**config.mk**
```make
export PLATFORM = sky130hd
export DESIGN_NAME = axis_pkt_sink
export DESIGN_NICKNAME = d
export VERILOG_FILES = /design/src/rtl/axis_pkt_sink.sv
export SDC_FILE = /design/constraint.sdc
export NUM_CORES = 1
export LEC_CHECK = 0
export ABC_AREA = 1
export BUFFER_PORTS_ARGS = -buffer_cell sky130_fd_sc_hd__buf_2
export CAP_MARGIN = 15
export CORE_MARGIN = 2
export CORE_UTILIZATION = 30
export DETAILED_ROUTE_END_ITERATION = 8
export GPL_ROUTABILITY_DRIVEN = 1
export MAX_ROUTING_LAYER = met4
export SETUP_SLACK_MARGIN = 0.3
export SLEW_MARGIN = 20
export SYNTH_ARGS = -nofsm -noshare
export SYNTH_HDL_FRONTEND = slang
export SYNTH_SLANG_ARGS = --single-unit
```
**constraint.sdc**
```tcl
create_clock -name s_aclk -period 4.31 [get_ports s_aclk]
set_input_delay 0.431 -clock s_aclk [delete_from_list [all_inputs] [get_ports s_aclk]]
set_output_delay 0.431 -clock s_aclk [all_outputs]
set_load 0.05 [all_outputs]
```
**src/rtl/axis_pkt_sink.sv**
```systemverilog
// AXI4-Stream packet sink: measures each packet (bytes, beats, masked XOR, framing errors) and emits one descriptor.
// Define AXIS_PKT_SINK_STATS_EN to add the stat_pkts/stat_errs counters.
module axis_pkt_sink #(
    parameter int DATA_W    = 64,
    parameter int KEEP_W    = DATA_W / 8,
    parameter int LEN_W     = 16,
    parameter int MAX_BYTES = 9600
) (
    input  logic              s_aclk,
    input  logic              s_aresetn,
    input  logic              s_axis_tvalid,
    output logic              s_axis_tready,
    input  logic [DATA_W-1:0] s_axis_tdata,
    input  logic [KEEP_W-1:0] s_axis_tkeep,
    input  logic              s_axis_tlast,
    output logic              pkt_valid,
    input  logic              pkt_ready,
    output logic [LEN_W-1:0]  pkt_bytes,
    output logic [LEN_W-1:0]  pkt_beats,
    output logic [DATA_W-1:0] pkt_xor,
    output logic [2:0]        pkt_err
`ifdef AXIS_PKT_SINK_STATS_EN
    ,
    output logic [31:0]       stat_pkts,
    output logic [31:0]       stat_errs
`endif
);

    typedef enum logic [1:0] {
        IDLE  = 2'd0,
        BODY  = 2'd1,
        DRAIN = 2'd2
    } state_t;

    localparam logic [LEN_W-1:0] MAX_BYTES_L = LEN_W'(MAX_BYTES);

    state_t             state_q, state_d;
    logic               readyEn_q;
    logic [LEN_W-1:0]   bytes_q, bytes_d;
    logic [LEN_W-1:0]   beats_q, beats_d;
    logic [DATA_W-1:0]  xor_q, xor_d;
    logic [2:0]         err_q, err_d;
    logic               pktValid_q, pktValid_d;
    logic [LEN_W-1:0]   pktBytes_q, pktBytes_d;
    logic [LEN_W-1:0]   pktBeats_q, pktBeats_d;
    logic [DATA_W-1:0]  pktXor_q, pktXor_d;
    logic [2:0]         pktErr_q, pktErr_d;

    logic               tready;
    logic               xorFreeze;
    logic               beatTaken;
    logic               lastTaken;
    logic [LEN_W:0]     keepCount;
    logic [LEN_W:0]     bytesSum;
    logic [LEN_W-1:0]   bytesNew;
    logic [LEN_W-1:0]   beatsNew;
    logic [DATA_W-1:0]  byteMask;
    logic [DATA_W-1:0]  xorNew;
    logic [2:0]         errNew;
    logic               keepFull;
    logic               lastKeepOk;

    assign beatTaken = s_axis_tvalid & tready;
    assign lastTaken = beatTaken & s_axis_tlast;

    always_ff @(posedge s_aclk or negedge s_aresetn) begin
        if (!s_aresetn) begin
            state_q <= IDLE;
        end else begin
            state_q <= state_d;
        end
    end

    // Oversize packets park in DRAIN until their tlast so the remainder is discarded.
    always_comb begin
        state_d = state_q;
        if (beatTaken) begin
            if (s_axis_tlast) begin
                state_d = IDLE;
            end else if (state_q == DRAIN || errNew[2]) begin
                state_d = DRAIN;
            end else begin
                state_d = BODY;
            end
        end
    end

    // A pending descriptor only blocks the stream while it is not being taken this cycle.
    always_comb begin
        xorFreeze = (state_q == DRAIN);
        tready    = readyEn_q & (~pktValid_q | pkt_ready);
    end

    always_comb begin
        keepCount = '0;
        byteMask  = '0;
        for (int i = 0; i < KEEP_W; i++) begin
            keepCount            = keepCount + {{LEN_W{1'b0}}, s_axis_tkeep[i]};
            byteMask[8*i +: 8]   = {8{s_axis_tkeep[i]}};
        end
        bytesSum   = {1'b0, bytes_q} + keepCount;
        bytesNew   = bytesSum[LEN_W] ? '1 : bytesSum[LEN_W-1:0];
        beatsNew   = (&beats_q) ? beats_q : beats_q + LEN_W'(1);
        keepFull   = &s_axis_tkeep;
        lastKeepOk = (s_axis_tkeep != '0) &&
                     ((s_axis_tkeep & (s_axis_tkeep + KEEP_W'(1))) == '0);
        xorNew     = xorFreeze ? xor_q : (xor_q ^ (s_axis_tdata & byteMask));
        errNew[2]  = err_q[2] | (bytesNew > MAX_BYTES_L);
        errNew[1]  = err_q[1] | (s_axis_tlast & ~lastKeepOk);
        errNew[0]  = err_q[0] | (~s_axis_tlast & ~keepFull);
    end

    always_comb begin
        bytes_d = bytes_q;
        beats_d = beats_q;
        xor_d   = xor_q;
        err_d   = err_q;
        if (lastTaken) begin
            bytes_d = '0;
            beats_d = '0;
            xor_d   = '0;
            err_d   = '0;
        end else if (beatTaken) begin
            bytes_d = bytesNew;
            beats_d = beatsNew;
            xor_d   = xorNew;
            err_d   = errNew;
        end
    end

    // A tlast on the same edge as a descriptor handshake reloads without a bubble.
    always_comb begin
        pktValid_d = pktValid_q;
        pktBytes_d = pktBytes_q;
        pktBeats_d = pktBeats_q;
        pktXor_d   = pktXor_q;
        pktErr_d   = pktErr_q;
        if (lastTaken) begin
            pktValid_d = 1'b1;
            pktBytes_d = bytesNew;
            pktBeats_d = beatsNew;
            pktXor_d   = xorNew;
            pktErr_d   = errNew;
        end else if (pktValid_q && pkt_ready) begin
            pktValid_d = 1'b0;
            pktBytes_d = '0;
            pktBeats_d = '0;
            pktXor_d   = '0;
            pktErr_d   = '0;
        end
    end

    always_ff @(posedge s_aclk or negedge s_aresetn) begin
        if (!s_aresetn) begin
            readyEn_q  <= 1'b0;
            bytes_q    <= '0;
            beats_q    <= '0;
            xor_q      <= '0;
            err_q      <= '0;
            pktValid_q <= 1'b0;
            pktBytes_q <= '0;
            pktBeats_q <= '0;
            pktXor_q   <= '0;
            pktErr_q   <= '0;
        end else begin
            readyEn_q  <= 1'b1;
            bytes_q    <= bytes_d;
            beats_q    <= beats_d;
            xor_q      <= xor_d;
            err_q      <= err_d;
            pktValid_q <= pktValid_d;
            pktBytes_q <= pktBytes_d;
            pktBeats_q <= pktBeats_d;
            pktXor_q   <= pktXor_d;
            pktErr_q   <= pktErr_d;
        end
    end

    assign s_axis_tready = tready;
    assign pkt_valid     = pktValid_q;
    assign pkt_bytes     = pktBytes_q;
    assign pkt_beats     = pktBeats_q;
    assign pkt_xor       = pktXor_q;
    assign pkt_err       = pktErr_q;

`ifdef AXIS_PKT_SINK_STATS_EN
    logic [31:0] statPkts_q, statPkts_d;
    logic [31:0] statErrs_q, statErrs_d;

    always_comb begin
        statPkts_d = statPkts_q;
        statErrs_d = statErrs_q;
        if (lastTaken) begin
            statPkts_d = statPkts_q + 32'd1;
            if (errNew != 3'b000) begin
                statErrs_d = statErrs_q + 32'd1;
            end
        end
    end

    always_ff @(posedge s_aclk or negedge s_aresetn) begin
        if (!s_aresetn) begin
            statPkts_q <= '0;
            statErrs_q <= '0;
        end else begin
            statPkts_q <= statPkts_d;
            statErrs_q <= statErrs_d;
        end
    end

    assign stat_pkts = statPkts_q;
    assign stat_errs = statErrs_q;
`endif

endmodule

```
==> out/results.env <==
CLK_PIN_SLEW_PS=60
HOLD_VIOL=0
CTS_TREE='done'
FLOORPLAN.CORE_AREA_UM2=31300
VIAS_PER_CELL=4.79
CRITPATHARRIVALTIME_PS=4110
SYN_AVG_CELL_AREA_UM2=8.88
SETUP_VIOL_COUNT_FINAL=0
NUM_ROWS=65
CRITICAL-PATH-TOP-DELAY-FAMILY='adder cells'
WORSTREGTOREGCELLS=17
SWITCHING_POWER_mW=2.10
IO_BUFFER_COUNT=177
POWER.SHARE.CLOCK_PCT=32.6
GRT_OVERFLOW_TOTAL=0
SYN_TO_FINAL_GROWTH_PCT=21.7
OUTCOME='completed'
DRC=0
ENDPOINT_KIND='flop'
CTSHTREEMAXLEVEL=1
POSTSYNTH.ASYNCRESETSHARE_PCT=100
POST-SYNTH-TOP-COUNT-CELL='nand2_1'
FLOORPLAN.DIE_AREA_UM2=33000
IO_PINS=178
INITIAL_CORE_UTIL_PCT=30.2
RRSETUPSLACK_PS=820
ROUTE.FINAL.WIRE_LENGTH_MM=25.7
GRT_START_MAX_NET_PINS=109
FINALNETCOUNT=1318
POST-DP-HPWL_MM=17.2
WIRE_PER_INST_UM=15.7
SYNTH_TOP_FLOP_CELL='dfrtp_1'
FINAL.FILL_COUNT=3193
SYNTH_EDF_COUNT=0
WORSTPATHBUFFERINVERTERCOUNT=4
CTS_RESIZES=0
WORSTPATHMAXFANOUT=5
CLOCK_PATH_BUFFERS=3
FIN_CRIT_SH_PCT=86.3
CELL_INTERNAL_PWR_mW=3.79
CTS_BUFFER_COUNT=23
POST-LAYOUT-TOTAL-POWER_mW=5.90
COMBPWRFRAC_PCT=27.3
CRITICAL-PATH-TOP-CELL-BY-COUNT='fa_1'
TRACK_USAGE_PCT=16.2
SWITCHING_SHARE_PCT=35.7
CPMAXSTAGEDELAYCELL='fa_1'
CRIT_TYPE='in -> reg'
NETS_IN_THE_SYNTHESIZED_NETLIST=1158
CRITICAL_PATH.MAX_STAGE_DELAY_PS=550
CTS_POST_SETUP_BUFFERS_INSERTED=0
ROUTABILITYCONGESTION=0.863
FIRST_GLOBAL_VIAS=7871
CELLPOWERDENSITY_nW_PER_UM2=512
FINALCRITICALPERIOD_PS=3720
YOSYS-TOP-CELLS-COUNT='217 x nand2_1, 202 x dfrtp_1, 174 x o21ai_0, 133 x nand3_1, 73 x xor2_1'
DP_CELLS=1603
SYNTHTOPCELLSBYAREA='dfrtp_1 53%, o21ai_0 9.2%, nand2_1 8.6%'
FIRST_PASS_ITERS=5
GRT_SETUP_UNREPAIRED='no'
HOLD_BUFFERS=0
IRDROPWORSTVDD_mV=0.245
CTS.SINKS=202
WORSTPATHREQUIRED_PS=4700
CTS-ROOT-BUF='clkbuf_16'
WORST_SLEW_SLACK_AS_A_FRACTION_OF_ITS_LIMIT_PCT=34.6
GRT_PASS1_WL_MM=42.5
SYNTHDISTINCTLIBCELLS=35
HOLD_PATH_CLASS='in -> async'
DIEWIDTH_UM=182
FINAL_CORE_UTIL_PCT=36.8
FINAL_ANTENNA_NET_COUNT=0
TIMING.SETUP.TNS_PS=0
WORSTREG2REGEND='state_q[1]'
START_KIND='primary input'
WORSTSKEWPAIRLATENCY_PS=500
POSTSYNTHREGISTERBITS=202
MAX_CAP_VIOL_COUNT=0
DETAILEDPLACE.WORSTSLACK_PS=59.7
SYNTH_LARGEST_TYPE_AREA_FRACTION_PCT=53.4
CLOCK_SKEW_PS=17.3
CRIT_PATH_CELL_TRACE='buf_2 -> fa_1 -> inv_1 -> fa_1 -> fa_1 -> fa_1 -> inv_1 -> fa_1 -> nand3_1 -> nand3_1 -> nand3_2 -> inv_2 -> or2_2 -> nor2_1 -> nand3_1 -> nand2_2 -> nand3_2 -> nand2_1 -> nand2_1'
SEQ_AREA_FRAC_SYNTH_PCT=53.4
ANTENNA_FOUND_INITIAL=3
YOSYSTOPAREACELL='dfrtp_1'
SYNTHCELLS=1066
SYNTH_AREA_UM2=9470
YOSYSWARNINGCOUNT=0
STATIC-LEAKAGE-POWER_nW=5.70
DIE_H_UM=182
SEQUENTIALPOWERSHARE_PCT=40.1
INITIALDRTVIOLATIONCOUNT=418
DRIVE_GT1_SHARE_PCT=20.1
SLEW_VIOL_FINAL=0
CRIT-REG2REG-LAUNCH='bytes_q[0]'
FIN_CELLS=1644
VIAS=7872
WORST_SLEW_PIN_SLEW_PS=981
FINALWORSTSETUPSLACK_PS=591
MAXCLOCKFREQUENCY_MHz=269
## placed cells by master, fill, tap and decap left out, drive strengths merged
master / n
a21oi: 6
o2111ai: 1
nor3: 6
inv: 68
nand4: 15
nor4: 3
clkinv: 3
buf: 187
diode: 3
o41ai: 2
nor2: 51
clkbuf: 34
dfrtp: 202
bufinv: 1
or2: 3
o21bai: 1
o21a: 1
o22ai: 25
o31ai: 1
nand3: 135
xor2: 73
clkinvlp: 1
fa: 5
nand2: 222
ha: 10
conb: 1
o21ai: 182
## flip-flops by register name, summed over array words and instances, names as in the netlist, 2 cells and up
name / count
beats_q: 16
bytes_q: 16
err_q: 3
pkt_beats: 16
pkt_bytes: 16
pkt_err: 3
pkt_xor: 64
state_q: 2
xor_q: 64
## per-layer routing
metal  track usage, %  vias to the layer above  share of wire (%)
met4             2.83                        0                1.5
met2             24.8                      214                 44
met3             3.73                       27                6.5
met1             22.3                     3746                 48
li1                 -                     3885                  -
met5                -                        -                  0
## stage by stage
step	hold WS (ps)	cell area, um2
final	47.0	11500
after global placement	456	10800
after detailed placement	458	10800
after floorplan	135	9470
after CTS	94.7	11500
after global routing	116	11500
## layout make-up
cell class / instances / area [um2] / share of cell area, %
Timing Repair Buffer: 188 / 1000 / 8.70
Multi-Input combinational cell: 743 / 3950 / 34.3
Inverter: 68 / 255 / 2.22
Sequential cell: 202 / 5050 / 43.9
Tap cell: 402 / 503 / 4.37
Clock buffer: 33 / 683 / 5.93
Clock inverter: 5 / 56.3 / 0.489
Antenna cell: 3 / 7.51 / 0.0652
## power by group through the flow
stage          logic, mW  registers, mW  clock network (mW)
5_1_grt             1.78           2.40                2.06
3_5_place_dp        1.63           2.40                   0
6_report            1.61           2.37                1.92
3_3_place_gp        1.61           2.39                   0
4_1_cts             1.63           2.37                1.98
2_1_floorplan      0.640           2.91                   0
## cell families (layout without fill, tap and decap cells)
logic type	after synthesis	in the layout	synth area share, %
AND/OR/NAND/NOR	435	435	20.2
AO/OA/AOI/OAI	219	219	12.2
other	1	4	0.0396
adder cells (fa/ha/maj)	15	15	2.38
XOR/XNOR	73	73	6.75
flip-flops	202	202	53.4
buffers and inverters	121	294	5.01
## worst max-delay path by stage
stage / from / endpoint / slack, ps / cells past startpoint
floorplan: s_axis_tkeep[0] / state_q[1] / 420 / 18
global placement: s_axis_tkeep[0] / state_q[1] / 150 / 19
detailed placement: s_axis_tkeep[0] / pkt_err[2] / 60 / 19
CTS: s_axis_tkeep[0] / state_q[1] / 610 / 19
global route: s_axis_tkeep[0] / state_q[1] / 340 / 21
finish: s_axis_tkeep[0] / state_q[1] / 590 / 19
Power figures use the tool's default switching activity.
